--- config.mk ---
export PLATFORM = sky130hd
export DESIGN_NAME = bist_pattern_gen
export DESIGN_NICKNAME = d
export VERILOG_FILES = /design/src/rtl/bist_pattern_gen.sv
export SDC_FILE = /design/constraint.sdc
export NUM_CORES = 1
export LEC_CHECK = 0
export ABC_AREA = 1
export CORE_ASPECT_RATIO = 0.7
export CORE_UTILIZATION = 45
export DETAILED_ROUTE_END_ITERATION = 8
export GPL_TIMING_DRIVEN = 0
export PLACE_DENSITY = 0.81
export SLEW_MARGIN = 20
export SYNTH_ARGS = -nofsm -noshare
export SYNTH_HDL_FRONTEND = slang
export SYNTH_SLANG_ARGS = --single-unit
--- constraint.sdc ---
create_clock -name clk -period 3.6 [get_ports clk]
set_input_delay 0.54 -clock clk [delete_from_list [all_inputs] [get_ports clk]]
set_output_delay 0.54 -clock clk [all_outputs]
set_load 0.05 [all_outputs]
--- src/rtl/bist_pattern_gen.sv ---
// ALU built-in self-test initiator: drives the fixed 8-vector pattern into the
// primary ALU and folds the golden-result checker's sticky verdict into a per-run summary.
module bist_pattern_gen #(
  parameter int DATA_W   = 32,
  parameter int INTERVAL = 1024
) (
  input  logic              clk,
  input  logic              rst,
  input  logic              start,
  input  logic              auto_en,
  input  logic              fault_detected,
  output logic              bist_active,
  output logic              test_en,
  output logic [2:0]        test_counter,
  output logic [DATA_W-1:0] test_a,
  output logic [DATA_W-1:0] test_b,
  output logic [2:0]        test_alu_ctrl,
  output logic              busy,
  output logic              done,
  output logic              pass,
  output logic [2:0]        fail_vector,
  output logic              fault_stale,
  output logic [7:0]        run_count
);

  localparam int                 TIMER_W    = $clog2(INTERVAL);
  localparam logic [TIMER_W-1:0] TIMER_LAST = TIMER_W'(INTERVAL - 1);
  localparam logic [2:0]         LAST_VEC   = 3'd7;

  localparam logic [2:0] OP_ADD = 3'b000;
  localparam logic [2:0] OP_SUB = 3'b001;
  localparam logic [2:0] OP_AND = 3'b010;
  localparam logic [2:0] OP_OR  = 3'b011;
  localparam logic [2:0] OP_XOR = 3'b100;
  localparam logic [2:0] OP_SLT = 3'b101;

  typedef enum logic [1:0] {
    S_IDLE  = 2'd0,
    S_RUN   = 2'd1,
    S_CHECK = 2'd2,
    S_DONE  = 2'd3
  } state_t;

  typedef struct packed {
    logic [DATA_W-1:0] a;
    logic [DATA_W-1:0] b;
    logic [2:0]        op;
  } vector_t;

  // Alternating-bit pattern; odd_set selects whether the odd bit positions are ones.
  function automatic logic [DATA_W-1:0] alt_bits(input logic odd_set);
    logic [DATA_W-1:0] pat;
    pat = '0;
    for (int i = 0; i < DATA_W; i++) begin
      pat[i] = i[0] ? odd_set : ~odd_set;
    end
    return pat;
  endfunction

  localparam logic [DATA_W-1:0] PAT_5 = alt_bits(1'b0);
  localparam logic [DATA_W-1:0] PAT_A = alt_bits(1'b1);
  localparam logic [DATA_W-1:0] ONE   = DATA_W'(1'b1);
  localparam logic [DATA_W-1:0] TWO   = DATA_W'(2'b10);

  // Stimulus ROM: both operand orders for ADD/XOR catch swapped-port faults.
  function automatic vector_t vector_for(input logic [2:0] idx);
    vector_t v;
    v.a  = PAT_5;
    v.b  = PAT_A;
    v.op = OP_ADD;
    case (idx)
      3'd0: begin v.a = PAT_5; v.b = PAT_A; v.op = OP_ADD; end
      3'd1: begin v.a = PAT_A; v.b = PAT_5; v.op = OP_ADD; end
      3'd2: begin v.a = PAT_5; v.b = PAT_A; v.op = OP_XOR; end
      3'd3: begin v.a = PAT_A; v.b = PAT_5; v.op = OP_XOR; end
      3'd4: begin v.a = PAT_5; v.b = PAT_A; v.op = OP_AND; end
      3'd5: begin v.a = PAT_5; v.b = PAT_A; v.op = OP_OR;  end
      3'd6: begin v.a = PAT_A; v.b = PAT_5; v.op = OP_SUB; end
      3'd7: begin v.a = ONE;   v.b = TWO;   v.op = OP_SLT; end
      default: begin v.a = PAT_5; v.b = PAT_A; v.op = OP_ADD; end
    endcase
    return v;
  endfunction

  state_t             state_r, state_s;
  logic [2:0]         cnt_r, cnt_s;
  logic [TIMER_W-1:0] timer_r, timer_s;
  logic               go_s;

  logic               stale_r;
  logic               cap_valid_r;
  logic [2:0]         cap_idx_r;
  logic               cap_hit_s;
  logic [2:0]         cap_idx_s;
  logic [2:0]         final_fail_s;
  logic [7:0]         run_count_s;

  vector_t            vec_s;
  logic               bist_active_s, test_en_s, busy_s, done_s;
  logic [2:0]         test_counter_s, test_alu_ctrl_s;
  logic [DATA_W-1:0]  test_a_s, test_b_s;

  logic               bist_active_r, test_en_r, busy_r, done_r;
  logic [2:0]         test_counter_r, test_alu_ctrl_r;
  logic [DATA_W-1:0]  test_a_r, test_b_r;
  logic               pass_r, fault_stale_r;
  logic [2:0]         fail_vector_r;
  logic [7:0]         run_count_r;

  // State, vector index and auto-test timer registers.
  always_ff @(posedge clk or negedge rst) begin
    if (!rst) begin
      state_r <= S_IDLE;
      cnt_r   <= 3'd0;
      timer_r <= '0;
    end else begin
      state_r <= state_s;
      cnt_r   <= cnt_s;
      timer_r <= timer_s;
    end
  end

  // Next-state, vector index and timer logic; start is only honoured in IDLE.
  always_comb begin
    go_s    = (state_r == S_IDLE) && (start || (auto_en && (timer_r == TIMER_LAST)));
    state_s = state_r;
    cnt_s   = cnt_r;
    case (state_r)
      S_IDLE: begin
        cnt_s = 3'd0;
        if (go_s) state_s = S_RUN;
        else      state_s = S_IDLE;
      end
      S_RUN: begin
        if (cnt_r == LAST_VEC) begin
          state_s = S_CHECK;
        end else begin
          state_s = S_RUN;
          cnt_s   = cnt_r + 3'd1;
        end
      end
      S_CHECK: state_s = S_DONE;
      S_DONE:  state_s = S_IDLE;
      default: begin
        state_s = S_IDLE;
        cnt_s   = 3'd0;
      end
    endcase
    if ((state_r == S_IDLE) && auto_en && !go_s) timer_s = timer_r + TIMER_W'(1'b1);
    else                                         timer_s = '0;
  end

  // The checker's verdict lags one cycle, so a fault seen now belongs to the previous vector.
  always_comb begin
    cap_idx_s = (state_r == S_CHECK) ? LAST_VEC : (cnt_r - 3'd1);
    cap_hit_s = fault_detected && !stale_r && !cap_valid_r &&
                (((state_r == S_RUN) && (cnt_r != 3'd0)) || (state_r == S_CHECK));
    if (stale_r)          final_fail_s = 3'd0;
    else if (cap_valid_r) final_fail_s = cap_idx_r;
    else if (cap_hit_s)   final_fail_s = cap_idx_s;
    else                  final_fail_s = 3'd0;
    run_count_s = (run_count_r == 8'd255) ? run_count_r : (run_count_r + 8'd1);
  end

  // Per-run stale flag and first-failure capture.
  always_ff @(posedge clk or negedge rst) begin
    if (!rst) begin
      stale_r     <= 1'b0;
      cap_valid_r <= 1'b0;
      cap_idx_r   <= 3'd0;
    end else if (go_s) begin
      stale_r     <= fault_detected;
      cap_valid_r <= 1'b0;
      cap_idx_r   <= 3'd0;
    end else if (cap_hit_s) begin
      cap_valid_r <= 1'b1;
      cap_idx_r   <= cap_idx_s;
    end else begin
      cap_valid_r <= cap_valid_r;
    end
  end

  // Output decode from the upcoming state so the registered outputs line up with it.
  always_comb begin
    vec_s           = vector_for((state_s == S_CHECK) ? LAST_VEC : cnt_s);
    bist_active_s   = 1'b0;
    test_en_s       = 1'b0;
    test_counter_s  = 3'd0;
    test_a_s        = '0;
    test_b_s        = '0;
    test_alu_ctrl_s = 3'd0;
    busy_s          = (state_s != S_IDLE);
    done_s          = (state_s == S_DONE);
    case (state_s)
      S_RUN: begin
        bist_active_s   = 1'b1;
        test_en_s       = 1'b1;
        test_counter_s  = cnt_s;
        test_a_s        = vec_s.a;
        test_b_s        = vec_s.b;
        test_alu_ctrl_s = vec_s.op;
      end
      S_CHECK: begin
        bist_active_s   = 1'b1;
        test_counter_s  = LAST_VEC;
        test_a_s        = vec_s.a;
        test_b_s        = vec_s.b;
        test_alu_ctrl_s = vec_s.op;
      end
      S_IDLE, S_DONE: begin
        bist_active_s = 1'b0;
      end
      default: begin
        bist_active_s = 1'b0;
      end
    endcase
  end

  // Registered test-drive outputs.
  always_ff @(posedge clk or negedge rst) begin
    if (!rst) begin
      bist_active_r   <= 1'b0;
      test_en_r       <= 1'b0;
      test_counter_r  <= 3'd0;
      test_a_r        <= '0;
      test_b_r        <= '0;
      test_alu_ctrl_r <= 3'd0;
      busy_r          <= 1'b0;
      done_r          <= 1'b0;
    end else begin
      bist_active_r   <= bist_active_s;
      test_en_r       <= test_en_s;
      test_counter_r  <= test_counter_s;
      test_a_r        <= test_a_s;
      test_b_r        <= test_b_s;
      test_alu_ctrl_r <= test_alu_ctrl_s;
      busy_r          <= busy_s;
      done_r          <= done_s;
    end
  end

  // Run summary is committed on entry to DONE so it is valid alongside the done pulse.
  always_ff @(posedge clk or negedge rst) begin
    if (!rst) begin
      pass_r        <= 1'b0;
      fault_stale_r <= 1'b0;
      fail_vector_r <= 3'd0;
      run_count_r   <= 8'd0;
    end else if (state_r == S_CHECK) begin
      pass_r        <= ~fault_detected;
      fault_stale_r <= stale_r;
      fail_vector_r <= final_fail_s;
      run_count_r   <= run_count_s;
    end else begin
      pass_r        <= pass_r;
    end
  end

  assign bist_active   = bist_active_r;
  assign test_en       = test_en_r;
  assign test_counter  = test_counter_r;
  assign test_a        = test_a_r;
  assign test_b        = test_b_r;
  assign test_alu_ctrl = test_alu_ctrl_r;
  assign busy          = busy_r;
  assign done          = done_r;
  assign pass          = pass_r;
  assign fail_vector   = fail_vector_r;
  assign fault_stale   = fault_stale_r;
  assign run_count     = run_count_r;

endmodule

Word level (Yosys, flattened, before mapping) --
Memories as Yosys holds them, arrays and structs flattened. Cells that the tools add are included.
Word-level totals: bits in registers 107, memory bits (read-only) 536, bits of input ports 5, output and inout port bits 87, logic and storage cells 76, memories kept 1
Memories:
- (no name shown) | words 8, width 67, rd ports 1, clocked after Yosys merged registers in 0, wr ports 0, RTL line 71 | case (idx)
Operators by class: add/subtract/negate cells 4, eq/ne operators 9, multiplexer cells 21, bitwise logic cells 2, reductions and logical operators 21
Operators with widths (count):
- 32-bit 2-to-1 mux | 2
- 3-bit 2-to-1 mux | 9
- 3-bit case mux with 2 select lines | 2
- 10-bit by 1-bit adder with 10-bit output, second input constant | 1
- 10-bit == test, second input constant | 1
- 10-bit 2-to-1 mux | 1
- 8-bit by 1-bit adder with 8-bit output, second input constant | 1
- 2-bit == test, second input constant | 4
- 8-bit == test, second input constant | 1
- 1-bit logical AND | 8
- 2-bit case mux with 4 select lines | 1
- 2-bit by 1-bit == test with 1-bit output, second input constant | 2
- 2-bit zero test | 2
- 1-bit 2-to-1 mux | 4
- 2-bit nonzero test | 2
- 2-bit OR reduction | 2
- 3-bit by 1-bit adder with 3-bit output, second input constant | 1
- 3-bit == test, second input constant | 1
- 1-bit zero test | 3
- 3-bit nonzero test | 1
- 3-bit by 1-bit subtractor with 3-bit output, second input constant | 1
- 1-bit logical OR | 2
- 2-bit 2-to-1 mux | 1
- 1-bit inverter | 2
- other kinds (2) | 2

Longest topological paths before layout --
Gate-level depths: netlist of the first run. An unclocked memory read counts as a cell.
depth in word-level cells 10, depth in mapped cells 15

Least setup slack after synthesis of the first run --
OpenSTA, ideal clock, no wires.
path type reg-to-reg, from reg timer_r[0], to reg test_b_r[1], in the netlist test_b[1], arrival time 2064 ps, path slack 1419 ps, stages on the path, launching flop included 16, buffers on the path 0, clock period less this slack 2181 ps, cell sequence dfrtp_1 -> ha_1 -> nand3_1 -> nor2_1 -> nand4_1 -> nand2_1 -> nand2_1 -> nand3_1 -> inv_1 -> ha_1 -> inv_1 -> nand3_1 -> nor2_1 -> nand2_1 -> nand2_1 -> nor2_1
Between the ends: word-level cells in the longest chain between the ends 10, elaborated cells between the ends (all ways) 12
RTL lines:
- from (decl) | RTL line 87 | logic [TIMER_W-1:0] timer_r, timer_s;
- from (signal assigned) | RTL line 119 | timer_r <= timer_s;
- 10-bit == test * | RTL line 125 | go_s = (state_r == S_IDLE) && (start || (auto_en && (timer_r == TIMER_LAST)));
- 1-bit logical AND * | RTL line 125
- 1-bit logical OR * | RTL line 125
- 1-bit logical AND * | RTL line 125
- 1-bit 2-to-1 mux * | RTL line 131 | if (go_s) state_s = S_RUN;
- 2-bit case mux with 4 select lines * | RTL line 128 | case (state_r)
- via state_s[0] | RTL line 85 | state_t state_r, state_s;
- 2-bit == test | RTL line 185, 194
- 3-bit 2-to-1 mux | RTL line 185 | vec_s = vector_for((state_s == S_CHECK) ? LAST_VEC : cnt_s);
- memory 8 x 67 bit
- 32-bit 2-to-1 mux * | RTL line 194 | case (state_s)
- to (signal assigned) | RTL line 235 | test_b_r <= test_b_s;
- to (decl) | RTL line 105 | logic [DATA_W-1:0] test_a_r, test_b_r;
Mark *: on every way through the listed nets, which the timed path passes. The rest lies on a longest branch. A chain may end at the register's enable or synchronous reset.

==> metrics.md, run 1 <==
| Metric | Value |
|---|---|
| Post-CTS resize count | `0` |
| Synthesis warning total | `0` |
| First-pass GRT wire length | `~9700 um` |
| Antenna cells | `0` |
| DP Cell Count | `469` |
| WP depth | `2` |
| Worst path bufs/invs | `2` |
| Area delta synth->final | `42.0%` |
| Via count | `2126` |
| Register area share after synthesis | `0.441` |
| Unrepaired setup endpoints after global routing | `false` |
| Relative slew slack | `0.423` |
| Setup Buffers After CTS | `0` |
| Minimum clock period | `2810 ps` |
| CP Capture Type | `output port` |
| Multi-input gate area | `866 um2` |
| Clk root buf | `clkbuf_8` |
| Final setup viols | `0` |
| Routed wire length | `5710 um` |
| Vert. Die Dim | `65.7 um` |
| HPWL Detailed | `4530 um` |
| Clock slew seen by the registers of the worst setup and hold paths | `approximately 90 ps` |
| Routed WL per cell | `12.0 um` |
| Req. time, crit path | `roughly 3100 ps` |
| Nets | `approximately 420` |
| Post-synth net total | `318` |
| Post-synth top area cell | `dfrtp_1` |
| CTS tree | `yes` |
| # port buffers | `91` |
| CP max stage cell | `dfrtp_1` |
| Initial DRT Pass Iterations | `4` |
| Gr usage total | `0.202` |
| Layout cells sized above 1 | `0.200` |
| Rows | `22` |
| Pre-CTS WS | `between 900 and 1000 ps` |
| Final Hold Violating Endpoints | `0` |
| Area of the core | `0.00542 mm2` |
| Vias/cell | `between 4 and 5` |
| Max FO, Critical Path | `32` |
| Unique cell type count in the Yosys netlist | `28` |
| Crit share post-route | `0.779` |
| Mapped Area | `0.00261 mm2` |
| GPL Wtd Cong | `0.830` |
| Seq cells post-synth | `46` |
| Worst-margin pin slew | `866 ps` |
| Layout Utilization | `0.683` |
| Vias in the first global route | `2072` |
| CP max stage delay | `between 900 and 1000 ps` |
| Setup WS post-layout | `about 800 ps` |
| Max-Cap Viols | `0` |
| Max Slew Vio Count | `0` |
| CTS max path bufs | `2` |
| GRT overflow | `0` |
| Commonest cells after routing, fill and taps aside | `clkdlybuf4s50_1, nand2_1, buf_4, dfrtp_1` |
| Antenna violations before repair | `0` |
| # IOs | `between 90 and 100` |
| Starting Density | `0.481` |
| Drt drc | `0` |
| Reg area | `0.00115 mm2` |
| CTS Buf Count | `5` |
| Crit path cell chain | `buf_4, clkdlybuf4s50_1` |
| CTS Sinks | `46` |
| Worst r2r path cells | `14` |
| Post-synth top area share | `0.441` |
| Critical Path Source Type | `flop` |
| Critical Path AT | `2270 ps` |
| Hold crit path type | `primary input to asynchronous set/reset pin` |
| Largest net degree at the start of global routing | `33` |
| # fillers | `466` |
| Clock skew | `10.6 ps` |
| Synth top area cells | `dfrtp_1, buf_4, nand2_1` |
| Avg Inst Size Synth | `8.56 um2` |
| Fmax | `0.356 GHz` |
| Hold-fix buffers, CTS | `0` |
| Status | `finished, final reports clean` |
| Syn Inst Count | `305` |
| Commonest non-fill, non-tap cell in the layout | `clkdlybuf4s50_1` |
| Non-Filler Instances | `roughly 480` |
| Initial DRC Count | `44` |
| Cell family with most CP delay | `buffers and inverters` |
| Die span in x | `93.0 um` |
| Die area | `0.00611 mm2` |
| Clock Latency Late Sink | `290 ps` |
| Final antenna-violating net count | `0` |
| H-tree level count | `2` |
| CP Class | `flop to output port` |
| Fin Setup TNS | `0 ps` |
-- flip-flops by register name, indices dropped and copies added, names as in the netlist, 3 cells and up --
| signal | count |
|---|---|
| cap_idx_r | 3 |
| test_counter | 3 |
| cnt_r | 3 |
| run_count | 8 |
| test_alu_ctrl | 3 |
| fail_vector | 3 |
| test_b | 3 |
| timer_r | 10 |
-- worst reg2reg max path, cell delays in order (launching register included) --
cell     delay [ps]
dfrtp_1         470
ha_1            240
nand3_1         130
nor2_1          220
nand4_1         140
nand2_1         120
nand2_1         160
nand3_1         170
inv_1            80
ha_1            210
inv_1           120
nand3_1         150
nor2_1          150
nand2_1          80
a21oi_1         130
-- kinds of logic after synthesis --
kind of cell	synth area share
fa+ha+maj	0.0384
simple gates	0.222
compound gates	0.0340
buf+inv	0.227
flops	0.441
xor+xnor	0.0369
-- metrics by stage --
step                      area [um2]  hold WS, ps
after detailed placement        3630          464
after floorplan                 2610          244
after global placement          3610          462
after CTS                       3710          177
final                           3710          167
after global routing            3710          171
-- worst paths after layout --
path,start,endpoint,slack [ps]
setup / recovery,test_b[30],test_a[13],790
hold / removal,rst,fault_stale,170
setup reg to reg,timer_r[0],test_b[30],970
hold reg to reg,fail_vector[2],fail_vector[2],480
max in group asynchronous,rst,run_count[5],2940
min in group clk,fail_vector[2],fail_vector[2],480
-- layout make-up --
class,count,area share
Clock buffer,6,0.0196
Clock inverter,1,0.00203
Tap cell,72,0.0243
Multi-Input combinational cell,164,0.234
Inverter,34,0.0365
Buffer,61,0.124
Timing Repair Buffer,92,0.250
Sequential cell,46,0.311
-- Yosys cell counts --
cell type / n
nand2_1: 67
o21ai_0: 4
o21bai_1: 1
nand3_1: 19
o21a_1: 1
inv_1: 29
nor3_4: 1
nand4_1: 4
nand2_2: 1
xnor2_1: 3
inv_2: 4
buf_4: 61
inv_8: 1
xor2_1: 8
a22oi_1: 1
o211ai_1: 1
nand2_4: 2
nor2_1: 29
a21oi_1: 2
nor2_8: 1
or2_1: 1
nor2_2: 1
dfrtp_1: 46
ha_1: 8
a21oi_2: 1
nor3_1: 3
o21ai_1: 4
nor3b_1: 1
-- layer usage --
metal  wire length, um  share of wire  track usage
met1              2490           0.44        0.261
met2              3010           0.53        0.350
met4                63          0.011       0.0423
met3               144          0.025       0.0428
met5                 0              0            0
Power of run 1 is not shown: default switching activity piles up to over one toggle a cycle in this logic, so the estimate is an artifact.
==> inputs of run 2 (changes only) <==
Clock period 3.6 ns to 2.9 ns, I/O delays scaled along.
==> run 2 against run 1 <==
Cell count is the same. Flip-flop and latch count unchanged. Via count unchanged. Global-route usage stayed put. Count of clock-buffer cells in the layout did not move. Core utilization barely moved. Die area did not move. First-iteration DRC count unchanged. Wire length did not move. Setup slack lost 600 ps. Clock skew is the same. Non-clock buffer count unchanged.
==> metrics.md, run 2 (synthesized netlist as in run 1, its figures left out) <==
| Metric | Value |
|---|---|
| Status | `finished, final reports clean` |
| GRT overflow | `0 (unchanged)` |
| CP max stage delay | `920 ps (about the same)` |
| Antenna violations before repair | `0 (unchanged)` |
| CTS max path bufs | `2 (unchanged)` |
| Clk root buf | `clkbuf_8` |
| Rows | `22 (unchanged)` |
| Critical Path AT | `2270 ps (about the same)` |
| R2r startpoint | `timer_r[0]` |
| Minimum clock period | `2700 ps` |
| Initial DRT Pass Iterations | `4 (unchanged)` |
| Largest net degree at the start of global routing | `33 (unchanged)` |
| Crit path cell chain | `buf_4, clkdlybuf4s50_1` |
| Max-Cap Viols | `0 (unchanged)` |
| Vert. Die Dim | `65.7 um (unchanged)` |
| H-tree level count | `2 (unchanged)` |
| Crit path from | `test_b[30]` |
| Area delta synth->final | `42.0% (about the same)` |
| Initial DRC Count | `44 (unchanged)` |
| Unrepaired setup endpoints after global routing | `false` |
| # IOs | `92 (unchanged)` |
| GPL Wtd Cong | `0.830 (unchanged)` |
| CTS tree | `yes` |
| Commonest cells after routing, fill and taps aside | `clkdlybuf4s50_1, nand2_1, buf_4, dfrtp_1` |
| Vias/cell | `4.47 (unchanged)` |
| HPWL Detailed | `4530 um (unchanged)` |
| Top reg by flops | `timer_r` |
| Clock Latency Late Sink | `290 ps (about the same)` |
| Commonest non-fill, non-tap cell in the layout | `clkdlybuf4s50_1` |
| Area of the core | `0.00542 mm2 (unchanged)` |
| Fin Setup TNS | `0 ps (unchanged)` |
| Starting Density | `0.481 (unchanged)` |
| Via count | `2126 (unchanged)` |
| Critical Path Source Type | `flop` |
| Routed wire length | `5710 um (unchanged)` |
| Cell family with most CP delay | `buffers and inverters` |
| Req. time, crit path | `2470 ps (-590 ps)` |
| Nets | `417 (unchanged)` |
| Clock skew | `10.6 ps (unchanged)` |
| # port buffers | `91 (unchanged)` |
| Final antenna-violating net count | `0 (unchanged)` |
| CP Capture Type | `output port` |
| Worst-margin pin slew | `866 ps (unchanged)` |
| Die span in x | `93.0 um (unchanged)` |
| CTS Sinks | `46 (unchanged)` |
| Layout cells sized above 1 | `0.203 (+0.00248)` |
| DP Cell Count | `469 (unchanged)` |
| Max Slew Vio Count | `0 (unchanged)` |
| CP max stage cell | `dfrtp_1` |
| Antenna cells | `0 (unchanged)` |
| Vias in the first global route | `2072 (unchanged)` |
| Non-Filler Instances | `476 (unchanged)` |
| Gr usage total | `0.202 (unchanged)` |
| CP Class | `flop to output port` |
| Fmax | `0.370 GHz` |
| # fillers | `466 (unchanged)` |
| Final setup viols | `0 (unchanged)` |
| Crit share post-route | `0.931` |
| Drt drc | `0 (unchanged)` |
| Worst path bufs/invs | `2 (unchanged)` |
| Relative slew slack | `0.423 (unchanged)` |
| First-pass GRT wire length | `9710 um (unchanged)` |
| Max reg flops | `10 (unchanged)` |
| Die area | `0.00611 mm2 (unchanged)` |
| Clock slew seen by the registers of the worst setup and hold paths | `90 ps (about the same)` |
| Hold crit path type | `primary input to asynchronous set/reset pin` |
| Max FO, Critical Path | `32 (unchanged)` |
| CTS Buf Count | `5 (unchanged)` |
| Routed WL per cell | `12.0 um (unchanged)` |
| Final Hold Violating Endpoints | `0 (unchanged)` |
==> run 2: cell types whose count changed in the layout (fill, tap and decap cells not counted) <==
cell / delta
dfrtp_1: -1
dfrtp_2: +1
==> run 2: path summary, 6_finish.rpt <==
check	to	slack, ps	cells past startpoint
worst max-delay path	test_a[13]	200	2
worst min register to register	fail_vector[2]	480	2
worst min-delay path	fault_stale	60	1
max in group asynchronous	timer_r[0]	2340	2
worst max register to register	test_b[30]	330	14
min in group clk	fail_vector[2]	480	2
==> run 2: cell type report <==
cell class / count / area [um2] / area share
clock inverter: 1 / 7.51 / 0.00202
inverter: 34 / 135 / 0.0364
buffer: 61 / 458 / 0.124
tap: 72 / 90.1 / 0.0243
sequential: 46 / 1150 / 0.311
multi-input combinational: 164 / 866 / 0.234
timing repair buffer: 92 / 926 / 0.250
clock buffer: 6 / 72.6 / 0.0196
==> run 2: metal layers <==
layer	up-vias	wire, um	GRT usage
met5	-	0	0
met4	0	63	0.0423
met3	8	144	0.0428
met2	30	3010	0.350
met1	1002	2490	0.261
li1	1086	-	-
==> run 2: per-stage QoR <==
stage          area (um2)  utilization  hold slack [ps]  worst slack (ps)
3_5_place_dp         3630        0.669              389               321
4_1_cts              3710        0.683             71.7               179
6_report             3710        0.684             61.6               200
3_3_place_gp         3610        0.666              462               197
5_1_grt              3710        0.684             66.4              19.3
2_1_floorplan        2610            -              139               719
==> run 2: worst reg2reg max path, delay by kind of cell, from the launching register on <==
kind / cells / cell delay [ps]
AOI/OAI and AO/OA: 1 / 130
DFF: 1 / 430
and+or+nand+nor: 9 / 1320
buffers and inverters: 2 / 200
adders and majority gates: 2 / 420
==> run 2: repair_timing <==
item / in CTS / in global routing
setup buffers: 0 / 0
endpoints found under the setup margin: 0 / 2
gates resized for setup: 0 / 1
hold buffers: 0 / 0
Power of run 2 is left out for the same reason.
==> inputs of run 3 (changes only) <==
--- a/config.mk
+++ b/config.mk
@@ -8,8 +8,8 @@
 export ABC_AREA = 1
 export CORE_ASPECT_RATIO = 0.7
-export CORE_UTILIZATION = 45
+export CORE_UTILIZATION = 41
 export DETAILED_ROUTE_END_ITERATION = 8
 export GPL_TIMING_DRIVEN = 0
-export PLACE_DENSITY = 0.81
+export PLACE_DENSITY = 0.78
 export SLEW_MARGIN = 20
 export SYNTH_ARGS = -nofsm -noshare
==> constraint.sdc (replaced) <==
create_clock -name clk -period 2.4 [get_ports clk]
set_input_delay 0.48 -clock clk [delete_from_list [all_inputs] [get_ports clk]]
set_output_delay 0.48 -clock clk [all_outputs]
set_load 0.05 [all_outputs]
==> run 3 against run 2 <==
Critical path depth is 1 lower. Count of clock-buffer cells in the layout is 1 lower. Hold slack better by 7.9 ps. Via count is 0.24% lower. Clock skew is 2.8 ps lower. Critical path type unchanged. Largest cell class unchanged.
==> metrics.md, run 3 (synthesized netlist as in run 1, its figures left out) <==
| Metric | Value |
|---|---|
| Status | `finished, final reports clean` |
| Pre-CTS WS | `-185 ps (-506 ps)` |
| CTS max path bufs | `2 (unchanged)` |
| Antenna cells | `0 (unchanged)` |
| CTS Sinks | `46 (unchanged)` |
| Rows | `23 (+4.5%)` |
| Max reg flops | `10 (unchanged)` |
| Initial DRT Pass Iterations | `4 (unchanged)` |
| Layout Utilization | `0.666 (-0.0176)` |
| Max Slew Vio Count | `0 (unchanged)` |
| Critical Path Source Type | `flop` |
| Worst-margin pin slew | `528 ps (-338 ps)` |
| CP Class | `flop to output port` |
| CP max stage delay | `870 ps (-50 ps)` |
| # port buffers | `91 (unchanged)` |
| Fmax | `about 0.44 GHz` |
| Global routing's busiest layer | `met2` |
| Final antenna-violating net count | `0 (unchanged)` |
| Hold crit path type | `primary input to asynchronous set/reset pin` |
| Drt drc | `0 (unchanged)` |
| Crit share post-route | `0.951` |
| # IOs | `92 (unchanged)` |
| Met2 usage | `0.279 (-0.0713)` |
| Via count | `2121 (-0.24%)` |
| Layout cells sized above 1 | `0.247 (+0.0440)` |
| Clock skew | `7.82 ps (-2.83 ps)` |
| # fillers | `451 (-3.2%)` |
| Starting Density | `0.440 (-0.0410)` |
| Routed wire length | `5830 um (+2.1%)` |
| HPWL Detailed | `4170 um (-8.0%)` |
| Critical Path AT | `1800 ps (-470 ps)` |
| CTS tree | `yes` |
| Routing usage on met1 | `0.217 (-0.0441)` |
| Max FO, Critical Path | `32 (unchanged)` |
| CP max stage cell | `clkdlybuf4s50_1` |
| Cell area after layout | `0.00395 mm2 (+6.5%)` |
| Hold-fix buffers, CTS | `0 (unchanged)` |
| Initial DRC Count | `43 (-2.3%)` |
| Area after DPL | `0.00363 mm2 (+0.10%)` |
| Vias/cell | `4.38 (-1.9%)` |
| Final Hold Violating Endpoints | `0 (unchanged)` |
| GPL Wtd Cong | `0.831 (+0.16%)` |
| Largest net degree at the start of global routing | `33 (unchanged)` |
| Fin Setup TNS | `0 ps (unchanged)` |
| Clock Latency Late Sink | `310 ps (+20 ps)` |
| Final setup viols | `0 (unchanged)` |
| Relative slew slack | `0.647 (+0.225)` |
| Max-Cap Viols | `0 (unchanged)` |
| Area delta synth->final | `51.3%` |
| CTS Buf Count | `5 (unchanged)` |
| First-pass GRT wire length | `8880 um (-8.5%)` |
| Die area | `0.00669 mm2 (+9.5%)` |
| GRT overflow | `0 (unchanged)` |
| CP Capture Type | `output port` |
| Die span in x | `97.4 um (+4.7%)` |
| Gr usage total | `0.167 (-0.0346)` |
| Crit path cell chain | `clkdlybuf4s50_1` |
| Commonest non-fill, non-tap cell in the layout | `buf_4` |
| Worst path bufs/invs | `1 (-1)` |
| Minimum clock period | `roughly 2300 ps` |
| Vert. Die Dim | `68.8 um (+4.6%)` |
| Req. time, crit path | `1920 ps (-550 ps)` |
| Cell family with most CP delay | `buffers and inverters` |
| Routed WL per cell | `12.0 um (+0.41%)` |
| Clk root buf | `clkbuf_8` |
| Clock slew seen by the registers of the worst setup and hold paths | `90 ps (about the same)` |
| Setup WS post-layout | `116 ps (-83.4 ps)` |
| Top reg by flops | `timer_r` |
| Area of the core | `0.00593 mm2 (+9.3%)` |
| Vias in the first global route | `1997 (-3.6%)` |
| Antenna violations before repair | `0 (unchanged)` |
| Commonest cells after routing, fill and taps aside | `buf_4, nand2_1, dlymetal6s2s_1, dfrtp_1, clkdlybuf4s50_1` |
| Nets | `421 (+0.96%)` |
| H-tree level count | `2 (unchanged)` |
| Met3 Use GR | `0.0383 (-0.00452)` |
-- run 3: changes by cell type in the layout (fill, tap and decap cells not counted), moves of 3 or more --
cell	before	now
clkdlybuf4s50_1	90	30
dlymetal6s2s_1	0	52
dlygate4sd2_1	0	7
buf_4	61	66
nand3_1	19	16
-- run 3: per-stage QoR --
step	hold slack [ps]	instances
floorplan	184	305
detailed placement	412	472
global route	80.4	484
CTS	73.4	480
finish	69.5	484
global placement	463	471
-- run 3: layout make-up --
type	count	area, um2	area share
Timing Repair Buffer	96	1070	0.272
Inverter	34	135	0.0342
Buffer	61	458	0.116
Clock inverter	3	45.0	0.0114
Clock buffer	5	68.8	0.0174
Tap cell	75	93.8	0.0238
Sequential cell	46	1160	0.294
Multi-Input combinational cell	164	913	0.231
-- run 3: final timing paths --
path	start	endpoint	slack, ps	depth (start not counted)
min	rst	test_b[1]	70	1
min in group clk	timer_r[0]	timer_r[0]	470	1
min reg2reg	timer_r[0]	timer_r[0]	470	1
max	test_b[30]	test_a[1]	120	1
max in group asynchronous	rst	test_b[29]	1830	2
max reg2reg	timer_r[1]	test_b[1]	180	15
-- run 3: routing by layer --
metal  wire (um)  part of all wire
met1        2700              0.46
met2        2900              0.50
met3         163             0.028
met4          71             0.012
met5           0                 0
-- run 3: repair_timing --
action,in CTS,in global routing
gates cloned,0,0
gates resized for setup,16,62
setup endpoints to repair,69,60
setup buffers,0,4
pin swaps,0,6
hold endpoints to repair,0,0
Power of run 3 is left out for the same reason.
